File: src/rtl/fbcpu_pkg.sv
// Shared types and constants for the FBCPU boot loader and its program RAM.
package fbcpu_pkg;

    typedef enum logic [2:0] {
        ST_HDR,
        ST_HI,
        ST_LO,
        ST_RUN,
        ST_ERR
    } ld_state_e;

    localparam int unsigned MAX_WORDS    = 64;
    localparam int unsigned CNT_W        = 7;
    localparam logic [7:0]  HI_RSVD_MASK = 8'hFC;

endpackage

File: src/rtl/fbcpu_ram.sv
// Program/data RAM: one synchronous write port, one registered read-first read port.
module fbcpu_ram #(
    parameter int unsigned ADDR_W = 6,
    parameter int unsigned DATA_W = 10
) (
    input  logic              clk,
    input  logic              rst,
    input  logic              we_i,
    input  logic [ADDR_W-1:0] waddr_i,
    input  logic [DATA_W-1:0] wdata_i,
    input  logic [ADDR_W-1:0] raddr_i,
    output logic [DATA_W-1:0] rdata_o
);

    localparam int unsigned DEPTH = 2 ** ADDR_W;

    logic [DATA_W-1:0] mem_q [DEPTH];
    logic [DATA_W-1:0] rdata_q;

    // Array is intentionally never reset so a reload only overwrites what it sends.
    always_ff @(posedge clk) begin
        if (we_i) begin
            mem_q[waddr_i] <= wdata_i;
        end
    end

    // Read samples the array before this edge's write lands, giving read-first behaviour.
    always_ff @(posedge clk) begin
        if (rst) begin
            rdata_q <= '0;
        end else begin
            rdata_q <= mem_q[raddr_i];
        end
    end

    assign rdata_o = rdata_q;

endmodule

File: src/rtl/fbcpu_boot_loader.sv
// Loads the FBCPU program RAM from a byte stream, holds the core in reset while
// loading, then hands the RAM port to the core.
module fbcpu_boot_loader
    import fbcpu_pkg::*;
#(
    parameter int unsigned ADDRESS_WIDTH = 6,
    parameter int unsigned DATA_WIDTH    = 10
) (
    input  logic                     clk,
    input  logic                     rst,
    input  logic                     in_valid,
    output logic                     in_ready,
    input  logic [7:0]               in_data,
    input  logic [ADDRESS_WIDTH-1:0] MAR,
    input  logic                     RAMWr,
    input  logic [DATA_WIDTH-1:0]    MDRIn,
    output logic [DATA_WIDTH-1:0]    MDROut,
    output logic                     cpu_rst,
    output logic                     load_done,
    output logic                     load_err
);

    localparam int unsigned DEPTH      = 2 ** ADDRESS_WIDTH;
    localparam int unsigned WORD_LIMIT = (DEPTH < MAX_WORDS) ? DEPTH : MAX_WORDS;

    ld_state_e                state_q, state_d;
    logic [ADDRESS_WIDTH-1:0] addr_q, addr_d;
    logic [CNT_W-1:0]         cnt_q, cnt_d;
    logic [1:0]               hi_q, hi_d;

    logic in_ready_q, in_ready_d;
    logic cpu_rst_q, cpu_rst_d;
    logic load_done_q, load_done_d;
    logic load_err_q, load_err_d;

    logic                     xfer_c;
    logic                     ld_we_c;
    logic                     ram_we_c;
    logic [ADDRESS_WIDTH-1:0] ram_waddr_c;
    logic [DATA_WIDTH-1:0]    ram_wdata_c;

    assign xfer_c = in_valid && in_ready_q;

    always_ff @(posedge clk) begin
        if (rst) begin
            state_q     <= ST_HDR;
            addr_q      <= '0;
            cnt_q       <= '0;
            hi_q        <= '0;
            in_ready_q  <= 1'b0;
            cpu_rst_q   <= 1'b1;
            load_done_q <= 1'b0;
            load_err_q  <= 1'b0;
        end else begin
            state_q     <= state_d;
            addr_q      <= addr_d;
            cnt_q       <= cnt_d;
            hi_q        <= hi_d;
            in_ready_q  <= in_ready_d;
            cpu_rst_q   <= cpu_rst_d;
            load_done_q <= load_done_d;
            load_err_q  <= load_err_d;
        end
    end

    // Stream parser; outputs are decoded from the next state so they register with it.
    always_comb begin
        state_d     = state_q;
        addr_d      = addr_q;
        cnt_d       = cnt_q;
        hi_d        = hi_q;
        ld_we_c     = 1'b0;

        unique case (state_q)
            ST_HDR: begin
                if (xfer_c) begin
                    if ((in_data != 8'd0) && (in_data <= 8'(WORD_LIMIT))) begin
                        cnt_d   = CNT_W'(in_data);
                        addr_d  = '0;
                        state_d = ST_HI;
                    end else begin
                        state_d = ST_ERR;
                    end
                end
            end
            ST_HI: begin
                if (xfer_c) begin
                    if ((in_data & HI_RSVD_MASK) != 8'd0) begin
                        state_d = ST_ERR;
                    end else begin
                        hi_d    = in_data[1:0];
                        state_d = ST_LO;
                    end
                end
            end
            ST_LO: begin
                if (xfer_c) begin
                    ld_we_c = 1'b1;
                    addr_d  = addr_q + ADDRESS_WIDTH'(1);
                    if (CNT_W'(addr_q) == (cnt_q - CNT_W'(1))) begin
                        state_d = ST_RUN;
                    end else begin
                        state_d = ST_HI;
                    end
                end
            end
            ST_RUN: state_d = ST_RUN;
            ST_ERR: state_d = ST_ERR;
            default: state_d = ST_HDR;
        endcase

        in_ready_d  = (state_d == ST_HDR) || (state_d == ST_HI) || (state_d == ST_LO);
        cpu_rst_d   = (state_d != ST_RUN);
        load_done_d = (state_d == ST_RUN);
        load_err_d  = (state_d == ST_ERR);
    end

    // Write port belongs to the loader until RUN, then to the core.
    always_comb begin
        ram_we_c    = 1'b0;
        ram_waddr_c = addr_q;
        ram_wdata_c = DATA_WIDTH'({hi_q, in_data});
        if (!rst) begin
            if (state_q == ST_RUN) begin
                ram_we_c    = RAMWr;
                ram_waddr_c = MAR;
                ram_wdata_c = MDRIn;
            end else begin
                ram_we_c    = ld_we_c;
            end
        end
    end

    fbcpu_ram #(
        .ADDR_W (ADDRESS_WIDTH),
        .DATA_W (DATA_WIDTH)
    ) u_ram (
        .clk     (clk),
        .rst     (rst),
        .we_i    (ram_we_c),
        .waddr_i (ram_waddr_c),
        .wdata_i (ram_wdata_c),
        .raddr_i (MAR),
        .rdata_o (MDROut)
    );

    assign in_ready  = in_ready_q;
    assign cpu_rst   = cpu_rst_q;
    assign load_done = load_done_q;
    assign load_err  = load_err_q;

endmodule

File: config.mk
export PLATFORM = sky130hd
export DESIGN_NAME = fbcpu_boot_loader
export DESIGN_NICKNAME = d
export VERILOG_FILES = /design/src/rtl/fbcpu_pkg.sv /design/src/rtl/fbcpu_ram.sv /design/src/rtl/fbcpu_boot_loader.sv
export SDC_FILE = /design/constraint.sdc
export NUM_CORES = 1
export LEC_CHECK = 0
export CORE_ASPECT_RATIO = 1.75
export CORE_MARGIN = 5
export CORE_UTILIZATION = 35
export DETAILED_ROUTE_END_ITERATION = 7
export PLACE_DENSITY = 0.59
export SETUP_SLACK_MARGIN = 0.1
export SLEW_MARGIN = 10
export SYNTH_ARGS = -nofsm -noshare
export SYNTH_HDL_FRONTEND = slang
export SYNTH_SLANG_ARGS = --single-unit
File: constraint.sdc
create_clock -name clk -period 3.8 [get_ports clk]
set_input_delay 0.76 -clock clk [delete_from_list [all_inputs] [get_ports clk]]
set_output_delay 0.76 -clock clk [all_outputs]
set_load 0.02 [all_outputs]
==> results of run 1 <==
flip-flops by register name, indices dropped and copies added, names as in the netlist:
signal,count
cpu_rst,1
addr_q,6
hi_q,2
load_err,1
state_q,3
cnt_q,7
u_ram.mem_q,640
in_ready,1
u_ram.rdata_o,10
load_done,1
final cells by class:
type                            count  area [um2]  area share
Sequential cell                   672       19900       0.640
Multi-Input combinational cell    668        6470       0.208
Timing Repair Buffer              170        1560      0.0502
Clock buffer                       69        1500      0.0484
Tap cell                         1020        1280      0.0411
Clock inverter                     37         330      0.0106
Inverter                            8        30.0    0.000968
Antenna cell                        1        2.50   0.0000807
kinds of logic (layout without fill, tap and decap cells):
group	Yosys count	in the layout	share of synthesized area
xor+xnor	6	6	0.00197
compound gates	132	132	0.0350
mux	211	211	0.144
fa+ha+maj	2	2	0.000938
simple gates	317	317	0.0586
buf+inv	85	284	0.0143
other cells	0	1	0
flops	672	672	0.745
synth_stat cells, types with 5 or more instances:
cell        n  area [um2]
or3_1       6        37.5
edfxtp_1  640       19200
o22ai_1    35         219
o21ai_0    23         115
a21oi_1     8        40.0
nand2b_1   14        87.6
o31ai_1     5        37.5
o22a_1      8        70.1
inv_1       7        26.3
a221oi_1    7        61.3
mux4_2    134        3020
nand4_1     5        31.3
clkbuf_1   36         135
and2_1      6        37.5
buf_2      27         135
nor2b_1    10        62.6
mux2i_1    26         260
a211oi_1    9        67.6
o221ai_1    5        43.8
nor3_1     22         110
mux2_2     51         574
nor4_1     12        75.1
nor2_1    115         432
dfxtp_1    32         641
nand2_1    75         282
nand3_1    18        90.1
buf_1      10        37.5
metrics by stage:
stage,hold slack (ns),worst slack (ns),total power [uW]
3_5_place_dp,0.488,0.133,9070
3_3_place_gp,0.480,0.181,9060
4_1_cts,0.506,0.789,14800
6_report,0.500,0.764,14700
2_1_floorplan,0.463,0.631,8700
5_1_grt,0.539,0.640,15100
routing by layer:
| layer | wire (um) | part of all wire | GRT usage |
|---|---|---|---|
| met1 | 24700 | 0.36 | 0.194 |
| met5 | 0 | 0 | 0 |
| met4 | 4400 | 0.064 | 0.0912 |
| met2 | 36600 | 0.53 | 0.301 |
| met3 | 3200 | 0.046 | 0.0170 |
final timing paths:
kind / to / from / cells past startpoint / slack, ns
setup / recovery: u_ram.mem_q[38][7] / rst / 7 / 0.76
hold / removal: hi_q[1] / hi_q[1] / 2 / 0.50
setup reg to reg: u_ram.mem_q[38][7] / state_q[1] / 5 / 0.93
hold reg to reg: hi_q[1] / hi_q[1] / 2 / 0.50
report_power, final:
| part | leakage, uW | internal, uW | switching [uW] |
|---|---|---|---|
| Clock | 0.000896 | 3120 | 2680 |
| Sequential | 0.00620 | 8090 | 13.3 |
| Combinational | 0.00289 | 312 | 487 |
| Total | 0.00998 | 11500 | 3180 |
tightest hold or removal path, cell delays in order (launching register included):
cell and delay, ns:
dfxtp_1 0.33, mux2i_1 0.07, nor2_1 0.07
==> flow_metrics.py, run 1 <==
metrics = {
    "clock_network": {
        "post_cts_buffers": 0,
        "cts-root-buf": "clkbuf_16",
        "clk_pin_slew_ns": 0.07,
        "postCtsHoldBufs": 0,
        "numCtsBuffers": 58,
        "cts_resized": 0,
        "cts_sinks": 672,
        "cts_tree": "done",
        "cts_max_level": 2,
        "clock_path_buffers": 3,
        "insertion_delay_ns": 0.63,
    },
    "flow_run": {
        "drv_cap": 0,
    },
    "setup_path": {
        "path_cells": "clkdlybuf4s50_1 -> or4bb_1 -> buf_4 -> nand2_1 -> and2_1 -> nand2_1 -> nor2_1",
        "cp_max_fo": 10,
        "crit_required_ns": 4.04,
        "startpoint_type": "input port",
        "cp_slowest_cell": "nor2_1",
        "crit_arrival_ns": 3.28,
        "crit_family": "simple AND/OR/NAND/NOR gates",
        "critical_path.max_stage_delay_ns": 0.82,
        "crit_type": "in2reg",
        "crit_top_cell": "nand2_1",
        "worstPathBufferInverterCount": 2,
        "crit_path_end_kind": "flop",
    },
    "synthesis": {
        "ys_ff_latch": 672,
        "ys_warn_count": 0,
        "ys_async_sr_fraction": 0,
        "yosys_most_used_dff": "edfxtp_1",
        "seq_area_frac_synth": 0.745,
        "synth_edf_count": 640,
        "synth_area_um2": 26700,
        "ys_types": 71,
        "synth.avg_cell_area_um2": 18.7,
        "syn_nets": 1455,
        "synth_cells": 1425,
    },
    "sta": {
        "max_slew_margin": 0.325,
        "tns_ns": 0,
        "finalSetupViolations": 0,
        "tightest_slew_ns": 1.01,
        "finalCritPeriodShare": 0.799,
        "fmaxAchievable_mhz": 329,
        "rsz0062_at_grt": "false",
        "min_period_ns": 3.04,
        "finalMaxSlewViolations": 0,
        "finalHoldViolations": 0,
        "skew_ns": 0.0220,
    },
    "placement": {
        "place_area_um2": 29200,
        "dpl.cell_count": 2538,
        "hpwl_um": 46300,
        "gp_congestion": 0.969,
        "port_buffers": 41,
    },
    "route": {
        "drt_first_iter_violations": 1247,
        "firstDrtPassIters": 5,
        "routed_wl_um": 68900,
        "num_vias": 14100,
        "wire_per_inst_um": 26.0,
        "route.detailed.drc": 0,
        "postRouteAntennaNets": 0,
        "viasPerCell": 5.32,
    },
    "grt": {
        "grt_pass1_wl_um": 101000,
        "antenna_found_initial": 0,
        "grt_max_degree": 65,
        "track_usage": 0.167,
        "grt_pass1_vias": 14800,
        "gr-total-overflow": 0,
    },
    "layout": {
        "syn2layout_area_growth_pct": 16.3,
        "layout_common_cells": "edfxtp_1, mux4_2, nor2_1, buf_4, nand2_1",
        "stdcell_count": 2645,
        "layout_commonest_cell": "edfxtp_1",
        "drive_gt1_frac": 0.264,
        "post-route-util": 0.408,
        "fillCellCount": 6648,
        "nets": 1608,
        "final_cell_area_um2": 31000,
    },
    "floorplan": {
        "die-area_um2": 82000,
        "core_um2": 76000,
        "die_height_um": 375,
        "rows": 134,
        "start_util": 0.351,
        "die_w_um": 219,
        "pin_count": 42,
    },
    "min_path": {
        "hold_path.class": "reg2reg",
    },
    "power_and_ir_drop": {
        "power.leakage_uw": 0.00998,
        "ir_drop_uv": 345,
        "power_density_nw_per_um2": 474,
    },
    "status": {
        "status": "finished clean",
    },
}
Note: power is estimated with default switching activity, not from simulation.
==> run 2: changes to the inputs <==
--- a/config.mk
+++ b/config.mk
@@ -9,7 +9,7 @@
 export CORE_MARGIN = 5
 export CORE_UTILIZATION = 35
 export DETAILED_ROUTE_END_ITERATION = 7
-export PLACE_DENSITY = 0.59
+export PLACE_DENSITY = 0.6
 export SETUP_SLACK_MARGIN = 0.1
 export SLEW_MARGIN = 10
 export SYNTH_ARGS = -nofsm -noshare
==> constraint.sdc (replaced) <==
create_clock -name clk -period 2.5 [get_ports clk]
set_input_delay 0.5 -clock clk [delete_from_list [all_inputs] [get_ports clk]]
set_output_delay 0.5 -clock clk [all_outputs]
set_load 0.02 [all_outputs]
==> run 2 against run 1 <==
Against the previous run: combinational power rose by 74%; critical path type is now reg2reg; critical path depth did not move; critical endpoint is now u_ram.mem_q[13][9]; clock skew fell by 0.0039 ns; highest routed layer unchanged.
==> flow_metrics.py, run 2 (synthesized netlist as in run 1, its figures left out) <==
metrics = {
    "status": {
        "status": "finished clean",
    },
    "clock_network": {
        "cts-root-buf": "clkbuf_16",
        "numCtsBuffers": 55,
        "cts_tree": "done",
        "insertion_delay_ns": 0.61,
        "clock_path_buffers": 3,
        "cts_sinks": 672,
        "postCtsHoldBufs": 0,
        "clk_pin_slew_ns": 0.07,
        "cts_max_level": 2,
    },
    "sta": {
        "skew_ns": 0.0181,
        "finalCritPeriodShare": 0.934,
        "finalMaxSlewViolations": 0,
        "min_period_ns": 2.33,
        "tightest_slew_ns": 0.951,
        "fmaxAchievable_mhz": 428,
        "finalHoldViolations": 0,
        "max_slew_margin": 0.358,
        "finalSetupViolations": 0,
        "rsz0062_at_grt": "false",
        "tns_ns": 0,
    },
    "setup_path": {
        "crit_path_end_kind": "flop",
        "r2r_end": "u_ram.mem_q[13][9]",
        "crit_arrival_ns": 2.65,
        "critPathLaunch": "state_q[0]",
        "worst-r2r-cell-count": 7,
        "crit_required_ns": 2.82,
        "reg2reg_slack_ns": 0.17,
        "crit_type": "reg2reg",
        "reg2reg_from": "state_q[0]",
        "startpoint_type": "flop",
        "cp_max_fo": 10,
    },
    "route": {
        "drt_first_iter_violations": 1154,
        "postRouteAntennaNets": 0,
        "firstDrtPassIters": 5,
        "route.detailed.drc": 0,
        "num_vias": 14600,
        "routed_wl_um": 73100,
        "wire_per_inst_um": 26.3,
        "viasPerCell": 5.24,
    },
    "min_path": {
        "hold_path.class": "reg2reg",
        "min_path_cells": 2,
        "hp-start": "hi_q[0]",
        "holdPathEnd": "hi_q[0]",
    },
    "layout": {
        "final_cell_area_um2": 33700,
        "drive_gt1_frac": 0.373,
        "fillCellCount": 6488,
        "layout_commonest_cell": "edfxtp_1",
        "syn2layout_area_growth_pct": 26.3,
        "largest_reg_flops": 640,
        "top_register": "u_ram.mem_q",
        "nets": 1742,
        "layout_common_cells": "edfxtp_1, buf_4, mux4_2, buf_12",
    },
    "grt": {
        "track_usage": 0.177,
        "antenna_found_initial": 0,
        "grt_pass1_wl_um": 106000,
        "gr-total-overflow": 0,
        "grt_pass1_vias": 15400,
        "grt_max_degree": 42,
    },
    "placement": {
        "place_area_um2": 31700,
        "port_buffers": 41,
        "hpwl_um": 53400,
        "gp_congestion": 0.871,
    },
    "flow_run": {
        "drv_cap": 0,
    },
    "power_and_ir_drop": {
        "power.total_uw": 22700,
        "power.leakage_uw": 0.0110,
        "power_density_nw_per_um2": 674,
        "ir_drop_uv": 476,
    },
    "floorplan": {
        "pin_count": 42,
        "die_w_um": 219,
        "rows": 134,
        "start_util": 0.351,
        "die_height_um": 375,
        "die-area_um2": 82000,
        "core_um2": 76000,
    },
}
==> run 2: worst max path at each step <==
stage,endpoint,cells past startpoint
floorplan,u_ram.mem_q[61][0],8
global placement,u_ram.mem_q[11][3],7
detailed placement,u_ram.mem_q[11][9],7
CTS,u_ram.mem_q[13][6],7
global route,cpu_rst,7
finish,u_ram.mem_q[13][9],7
==> run 2: timing repair <==
action,in CTS,in global routing
setup endpoints to repair,77,81
setup buffers,1,1
resized for setup,1,4
pin swaps,1,3
==> run 2: worst max-delay path, cell delays in order, from the launching register on <==
cell and delay (ns):
dfxtp_1 0.35, or4bb_4 0.60, or3_4 0.37, o31ai_4 0.10
nand2_2 0.15, buf_12 0.19, nor2_4 0.13, buf_12 0.14
==> run 2: final cells by class <==
type                            count  area [um2]  share of cell area
Clock buffer                       73        1540              0.0456
Inverter                            8        30.0            0.000891
Clock inverter                     29         342              0.0101
Multi-Input combinational cell    668        7050               0.209
Antenna cell                        2        5.00            0.000149
Sequential cell                   672       19900               0.590
Tap cell                         1020        1280              0.0379
Timing Repair Buffer              307        3590               0.107
==> run 2: report_power, final <==
part / internal, uW / switching [uW]
sequential: 12300 / 20.5
clock: 5050 / 3960
combinational: 597 / 790
total: 17900 / 4770
==> run 2: metrics by stage <==
stage	utilization	setup WS, ns	hold slack [ns]	instances
floorplan	-	0.00810	0.463	1425
global route	0.443	0.106	0.552	2777
finish	0.444	0.166	0.514	2779
detailed placement	0.418	-0.547	0.500	2673
global placement	0.418	-0.554	0.488	2673
CTS	0.443	0.137	0.521	2776
==> run 2: per-layer routing <==
| layer | vias to the layer above | share of wire | GRT usage |
|---|---|---|---|
| li1 | 6379 | - | - |
| met1 | 7630 | 0.35 | 0.193 |
| met2 | 418 | 0.57 | 0.343 |
| met3 | 127 | 0.034 | 0.0152 |
| met4 | 0 | 0.054 | 0.0835 |
| met5 | - | 0 | 0 |
==> run 3: changes to the inputs <==
--- a/config.mk
+++ b/config.mk
@@ -9,6 +9,7 @@
 export CORE_MARGIN = 5
 export CORE_UTILIZATION = 35
 export DETAILED_ROUTE_END_ITERATION = 7
+export HOLD_SLACK_MARGIN = 0.03
 export PLACE_DENSITY = 0.6
 export SETUP_SLACK_MARGIN = 0.1
 export SLEW_MARGIN = 10
==> results of run 3 <==
The final DEF is identical to that of run 2; final timing and power are the same.
